`src/rtl/fetch_pkg.sv`:
```
// Shared types and defaults for the instruction fetch stage.
package fetch_pkg;

  localparam int ADDR_W = 10;
  localparam int DATA_W = 16;

  typedef logic [ADDR_W-1:0] addr_t;
  typedef logic [DATA_W-1:0] instr_t;

  localparam addr_t RESET_PC = '0;

  typedef enum logic [1:0] {
    ISSUE,
    CAPTURE,
    VALID
  } state_t;

endpackage

```
`src/rtl/fetch_if.sv`:
```
// Bundle of BRAM read port, redirect input and instruction handoff for instr_fetch.
interface fetch_if;
  import fetch_pkg::*;

  addr_t       addra;
  instr_t      douta;
  logic        redirect;
  addr_t       redirect_pc;
  instr_t      instr;
  addr_t       instr_pc;
  logic        instr_valid;
  logic        instr_ready;
  logic [15:0] fetch_count;

  modport master (
    output addra,
    input  douta,
    input  redirect,
    input  redirect_pc,
    output instr,
    output instr_pc,
    output instr_valid,
    input  instr_ready,
    output fetch_count
  );

  modport slave (
    input  addra,
    output douta,
    output redirect,
    output redirect_pc,
    input  instr,
    input  instr_pc,
    input  instr_valid,
    output instr_ready,
    input  fetch_count
  );

endinterface

```
`src/rtl/instr_fetch_sat_counter.sv`:
```
// Saturating up-counter with asynchronous reset; sticks at all-ones.
module sat_counter #(
  parameter int WIDTH = 16
) (
  input  logic             clock,
  input  logic             reset,
  input  logic             en,
  output logic [WIDTH-1:0] count
);

  always_ff @(posedge clock or posedge reset) begin
    if (reset) begin
      count <= '0;
    end else if (en && (count != {WIDTH{1'b1}})) begin
      count <= count + WIDTH'(1);
    end
  end

endmodule

```
`src/rtl/instr_fetch.sv`:
```
// Instruction fetch: owns the pc, reads a registered BRAM, and hands words
// to the control unit over valid/ready with redirect/flush support.
module instr_fetch
  import fetch_pkg::*;
#(
  parameter addr_t BOOT_PC = RESET_PC
) (
  input logic   clock,
  input logic   reset,
  fetch_if.master bus
);

  state_t state, stateNext;
  addr_t  pc, pcNext;
  instr_t instrReg, instrNext;
  addr_t  instrPcReg, instrPcNext;
  logic   validReg, validNext;
  logic   transfer;

  assign transfer = (state == VALID) && validReg && bus.instr_ready;

  always_ff @(posedge clock or posedge reset) begin
    if (reset) begin
      state      <= ISSUE;
      pc         <= BOOT_PC;
      instrReg   <= '0;
      instrPcReg <= '0;
      validReg   <= 1'b0;
    end else begin
      state      <= stateNext;
      pc         <= pcNext;
      instrReg   <= instrNext;
      instrPcReg <= instrPcNext;
      validReg   <= validNext;
    end
  end

  // Redirect is evaluated last so it overrides whatever the state wanted,
  // discarding the word returned in the same cycle.
  always_comb begin
    stateNext   = state;
    pcNext      = pc;
    instrNext   = instrReg;
    instrPcNext = instrPcReg;
    validNext   = validReg;

    case (state)
      ISSUE: begin
        stateNext = CAPTURE;
      end
      CAPTURE: begin
        instrNext   = bus.douta;
        instrPcNext = pc;
        validNext   = 1'b1;
        pcNext      = pc + addr_t'(1);
        stateNext   = VALID;
      end
      VALID: begin
        if (transfer) begin
          validNext = 1'b0;
          stateNext = CAPTURE;
        end
      end
      default: begin
        stateNext = ISSUE;
      end
    endcase

    if (bus.redirect) begin
      pcNext      = bus.redirect_pc;
      instrNext   = instrReg;
      instrPcNext = instrPcReg;
      validNext   = 1'b0;
      stateNext   = ISSUE;
    end
  end

  // A transfer still counts when a redirect lands in the same cycle.
  sat_counter #(.WIDTH(16)) fetchCounter (
    .clock (clock),
    .reset (reset),
    .en    (transfer),
    .count (bus.fetch_count)
  );

  assign bus.addra       = pc;
  assign bus.instr       = instrReg;
  assign bus.instr_pc    = instrPcReg;
  assign bus.instr_valid = validReg;

endmodule
```
`src/flat_wrapper.sv`:
```
// flat-port wrapper written by rule: the top's interface ports become plain ports
module instr_fetch_flat import fetch_pkg::*;
#(
  parameter addr_t BOOT_PC = RESET_PC
)
  (clock, reset, bus_addra, bus_douta, bus_redirect, bus_redirect_pc, bus_instr, bus_instr_pc, bus_instr_valid, bus_instr_ready, bus_fetch_count);
  fetch_if bus_i ();
  input logic clock;
  input logic reset;
  output wire logic [$bits(bus_i.addra)-1:0] bus_addra;
  input wire logic [$bits(bus_i.douta)-1:0] bus_douta;
  input wire logic [$bits(bus_i.redirect)-1:0] bus_redirect;
  input wire logic [$bits(bus_i.redirect_pc)-1:0] bus_redirect_pc;
  output wire logic [$bits(bus_i.instr)-1:0] bus_instr;
  output wire logic [$bits(bus_i.instr_pc)-1:0] bus_instr_pc;
  output wire logic [$bits(bus_i.instr_valid)-1:0] bus_instr_valid;
  input wire logic [$bits(bus_i.instr_ready)-1:0] bus_instr_ready;
  output wire logic [$bits(bus_i.fetch_count)-1:0] bus_fetch_count;
  assign bus_addra = bus_i.addra;
  assign bus_i.douta = bus_douta;
  assign bus_i.redirect = bus_redirect;
  assign bus_i.redirect_pc = bus_redirect_pc;
  assign bus_instr = bus_i.instr;
  assign bus_instr_pc = bus_i.instr_pc;
  assign bus_instr_valid = bus_i.instr_valid;
  assign bus_i.instr_ready = bus_instr_ready;
  assign bus_fetch_count = bus_i.fetch_count;
  instr_fetch #(.BOOT_PC(BOOT_PC)) u_core (.clock(clock), .reset(reset), .bus(bus_i));
endmodule
```
`config.mk`:
```
export PLATFORM = sky130hd
export DESIGN_NAME = instr_fetch_flat
export DESIGN_NICKNAME = d
export VERILOG_FILES = /design/src/rtl/fetch_pkg.sv /design/src/rtl/fetch_if.sv /design/src/rtl/instr_fetch_sat_counter.sv /design/src/rtl/instr_fetch.sv /design/src/flat_wrapper.sv
export SDC_FILE = /design/constraint.sdc
export NUM_CORES = 1
export LEC_CHECK = 0
export ABC_AREA = 0
export CAP_MARGIN = 20
export CORE_MARGIN = 3
export CORE_UTILIZATION = 41
export CTS_BUF_LIST = sky130_fd_sc_hd__clkbuf_4
export DETAILED_ROUTE_END_ITERATION = 16
export PLACE_DENSITY_LB_ADDON = 0.08
export SYNTH_ARGS = -nofsm -noshare
export SYNTH_HDL_FRONTEND = slang
export SYNTH_SLANG_ARGS = --single-unit
export TNS_END_PERCENT = 5
```
`constraint.sdc`:
```
create_clock -name clock -period 2 [get_ports clock]
set_input_delay 0.4 -clock clock [delete_from_list [all_inputs] [get_ports clock]]
set_output_delay 0.4 -clock clock [all_outputs]
set_load 0.005 [all_outputs]
```
* Word level (Yosys, flattened, before mapping)
Cells that the tools add are included.
** Word-level totals
- Register bits after elaboration :: 55
- Latch bits :: 0
- RAM bits :: 0
- Memory bits (read-only) :: 0
- Input port bits :: 30
- Output and inout port bits :: 53
- Word-level logic and storage cells :: 29
- Memories :: 0
** Operators by class
- $add $sub $neg :: 2
- Multiply operators :: 0
- Divide/modulo/power cells :: 0
- Order comparisons :: 0
- Equal/unequal tests :: 4
- Shift operators :: 0
- Muxes and demuxes :: 8
- Bitwise logic cells :: 1
- Reduce and logical (&&, ||, !) cells :: 8
** Operators with widths (count)
- $mux W10 :: 2
- $add A16 B1 Y16 const B :: 1
- $ne A16 B16 Y1 const B :: 1
- $add A10 B1 Y10 const B :: 1
- $pmux W2 S3 :: 1
- $mux W2 :: 2
- $reduce_and A2 Y1 :: 2
- $logic_and A1 B1 Y1 :: 3
- $ne A3 B3 Y1 const B :: 1
- $reduce_bool A3 Y1 :: 1
- $eq A2 B1 Y1 const B :: 1
- $eq A2 B2 Y1 const B :: 1
- $logic_not A2 Y1 :: 1
- $mux W1 :: 2
- $pmux W1 S2 :: 1
- $reduce_bool A2 Y1 :: 1
- $not A1 Y1 :: 1

* Depth between registers and ports, before layout
- Depth in word-level cells :: 6
- Depth in mapped cells :: 6
- Depth with buffers taken out :: 5

* Modules after synthesis
A second synthesis with hierarchy kept.
** Unflattened totals
- Cell total of the unflattened synthesis :: 203
- Area, all modules :: 2534.9 um2
** By module, submodules not included
- instr_fetch :: instances 1, cells each 132, area each 1729.2 um2, seq. area each 975.9 um2
- sat_counter :: instances 1, cells each 71, area each 805.8 um2, seq. area each 400.4 um2

* Worst setup path after synthesis
OpenSTA, ideal clock, no wires.
- Path kind :: flip-flop to flip-flop
- Start point :: register u_core.fetchCounter.count[0]
- End point :: register u_core.fetchCounter.count[1]
- Setup time :: 0.128 ns
- Arrival :: 1.659 ns
- Data required time :: 1.872 ns
- Path slack :: 0.213 ns
- Cell stages (with the launch flop) :: 7
- Buffers on the path :: 1
- Clock period less this slack :: 1.787 ns
- Cells stage by stage :: dfrtp_1 ha_1 and3_1 buf_2 and4_1 nor2_1 mux2_1
** Between the ends
- Longest elaborated chain between the ends :: 2
- Elaborated cells between the ends (all ways) :: 3
- Classes of those cells :: add/sub (1); eq/ne (1); reduce/logical (1)
** Ends and longest elaborated chain
- start, declared :: RTL line instr_fetch_sat_counter.sv:8 : output logic [WIDTH-1:0] count
- start signal, assigned :: RTL line instr_fetch_sat_counter.sv:15 : count <= count + WIDTH'(1);
- parallel branches: the longest is 2 deep, another holds $add A16 B1 Y16
Several ways; the timed one is not identified.
A chain may end at the register's enable or synchronous reset.

* Worst setup path in the final report
Ends and elaborated chain as after synthesis.

==> impl_metrics.json <==
{
  "critPathArrivalTime_ns": 2.07,
  "max_cap_viol_count": 0,
  "rsz0062_at_grt": "false",
  "gp_congestion": 0.821,
  "pin_count": 83,
  "yosysSeqAreaShare_pct": 56.8,
  "outcome": "finished clean",
  "wl_met2_um": 2540,
  "nets": 321,
  "root_buffer": "clkbuf_4",
  "worstMarginPinSlew_ns": 0.429,
  "routed_wirelength_um": 5160,
  "path_clk_slew_ns": 0.14,
  "drc": 0,
  "slowest_stage": "dfrtp_1",
  "final_max_slew_viol_count": 0,
  "wl_per_cell_um": 14.3,
  "cp_max_fo": 6,
  "grt_pass1_wl_um": 9070,
  "grt_overflow": 0,
  "vias": 1831,
  "period_share_pct": 90.4,
  "p_leak_nw": 1.45,
  "period_needed_ns": 1.81,
  "endpoint_kind": "flip-flop",
  "critical_path_class": "reg -> reg",
  "post_drt_via_cell_ratio": 5.09,
  "setup_viol": 0,
  "worst_ep_required_time_ns": 2.26,
  "met3_length_um": 231,
  "hp-class": "in -> async",
  "cts_resized": 0,
  "peakVddDrop_uv": 428,
  "cts_tree": "done",
  "start_util_pct": 43.2,
  "coreArea_mm2": 0.00561,
  "finalHoldViolations": 0,
  "placed_cell_area_mm2": 0.00340,
  "fin_tns_setup_ns": 0,
  "cts_max_level": 2,
  "ys_seq_elements": 55,
  "synth.top_cell.area_share_pct": 56.8,
  "layout_common_cells": "clkdlybuf4s50_1, dfrtp_1, mux2_2",
  "first_iter_violations": 67,
  "area_growth_pct": 42.1,
  "num_rows": 27,
  "syn_avg_cell_area_um2": 12.3,
  "powerDensity_mw_per_mm2": 826,
  "yosys_warnings": 0,
  "design_area_mm2": 0.00344,
  "synth_area_leaders": "dfrtp_1, mux2_2, xnor2_1",
  "cp_top_family": "simple AND/OR/NAND/NOR gates",
  "grt_max_degree": 56,
  "cts_hold_buffers": 0,
  "finalPower_mw": 2.85,
  "synth_nets": 229,
  "synth_cell_types": 31,
  "cts_buffers": 5,
  "port_buffers": 82,
  "dieArea_mm2": 0.00687,
  "post_cts_buffers": 0,
  "max_freq_ghz": 0.553,
  "hpwl_um": 3840,
  "syn_area_mm2": 0.00242,
  "path_cells": "ha_1, and3_1, and4_1, nor2_1, mux2_1",
  "die_y_um": 82.9,
  "grt_antenna_before_repair": 0,
  "grt_pass1_vias": 1907,
  "postRouteAntennaNets": 0,
  "dieWidth_um": 82.9,
  "met1Wirelength_um": 2320,
  "slowest_delay_ns": 0.47,
  "yosys.area.top_type": "dfrtp_1",
  "final_common_cell": "clkdlybuf4s50_1",
  "skew_ns": 0.0109,
  "clock-sinks": 55,
  "synth_cells": 197,
  "clock_path_buffers": 2,
  "relSlewSlack_pct": 71.4,
  "grt_use_total_pct": 15.9,
  "drtPass1Iterations": 4,
  "cp.buffers_inverters": 0,
  "diodes": 0,
  "top_layer": "met4",
  "drive_gt1_share_pct": 15.6,
  "worstSetupStartpointType": "flip-flop",
  "clock_latency_ns": 0.36
}
==> through the flow <==
step	util, %	std cells	worst slack (ns)	hold slack (ns)
5_1_grt	61.4	360	0.111	0.402
3_5_place_dp	60.6	354	0.0996	0.494
3_3_place_gp	60.6	354	0.113	0.489
2_1_floorplan	-	197	0.213	0.481
6_report	61.4	360	0.192	0.382
4_1_cts	61.4	360	0.176	0.382
==> power breakdown <==
| group | internal (mW) | switching [mW] |
|---|---|---|
| clock | 0.140 | 0.311 |
| sequential | 1.34 | 0.157 |
| combinational | 0.638 | 0.256 |
| total | 2.12 | 0.725 |
==> synthesized netlist by cell type <==
library cell,count
a41oi_1,1
nand4b_1,1
a31oi_1,3
nor4_4,1
nor4_1,1
nand4_1,9
clkbuf_1,2
nand3_1,9
nor3b_1,1
ha_1,2
nand3b_1,2
o21ai_0,12
nor2_1,7
inv_1,3
a21oi_1,3
mux2_2,26
mux2i_1,1
nand2b_1,1
nand2_1,13
xnor2_1,13
nor3_1,5
and3_1,4
nand4b_4,1
buf_2,4
and4_1,5
a211oi_1,1
mux2_1,2
nor2b_1,1
dfrtp_1,55
xor2_1,7
nor2_2,1
==> metal layers <==
metal  up-vias  track usage [%]
li1        891                -
met5         -                0
met2        44             26.2
met4         0             4.46
met3         5             4.07
met1       891             20.6
==> cell families after synthesis <==
family	count (synthesis)	share of synthesized area [%]
simple gates	62	15.3
flops	55	56.8
mux	29	13.4
compound gates	20	4.55
xor+xnor	20	7.23
buf+inv	9	1.60
fa+ha+maj	2	1.03
==> flip-flops by register name (all words and copies together), names as in the netlist <==
name	flops
u_core.state	2
u_core.bus.instr	16
u_core.bus.instr_valid	1
u_core.bus.addra	10
u_core.bus.instr_pc	10
u_core.fetchCounter.count	16
==> area by class of cell <==
cell class,count,area [um2]
sequential,55,1380
multi-input combinational,133,1010
tap,72,90.1
inverter,3,11.3
fill,496,2160
clock buffer,6,45.0
timing repair buffer,91,913
==> final timing paths <==
| check | from | to | slack, ns | cells past startpoint |
|---|---|---|---|---|
| hold reg to reg | u_core.bus.instr_pc[9] | u_core.bus.instr_pc[9] | 0.52 | 1 |
| min in group clock | u_core.bus.instr_pc[9] | u_core.bus.instr_pc[9] | 0.52 | 1 |
| max in group asynchronous | reset | u_core.bus.instr_pc[3] | 1.39 | 3 |
| hold / removal | reset | u_core.state[1] | 0.38 | 3 |
| setup reg to reg | u_core.fetchCounter.count[0] | u_core.fetchCounter.count[1] | 0.19 | 5 |
| setup / recovery | u_core.fetchCounter.count[0] | u_core.fetchCounter.count[1] | 0.19 | 5 |
==> worst min-delay path: stages <==
cell and delay (ns):
clkdlybuf4s50_1 0.41, inv_2 0.07, buf_12 0.27
No activity file was read; power rests on OpenSTA's default activity.
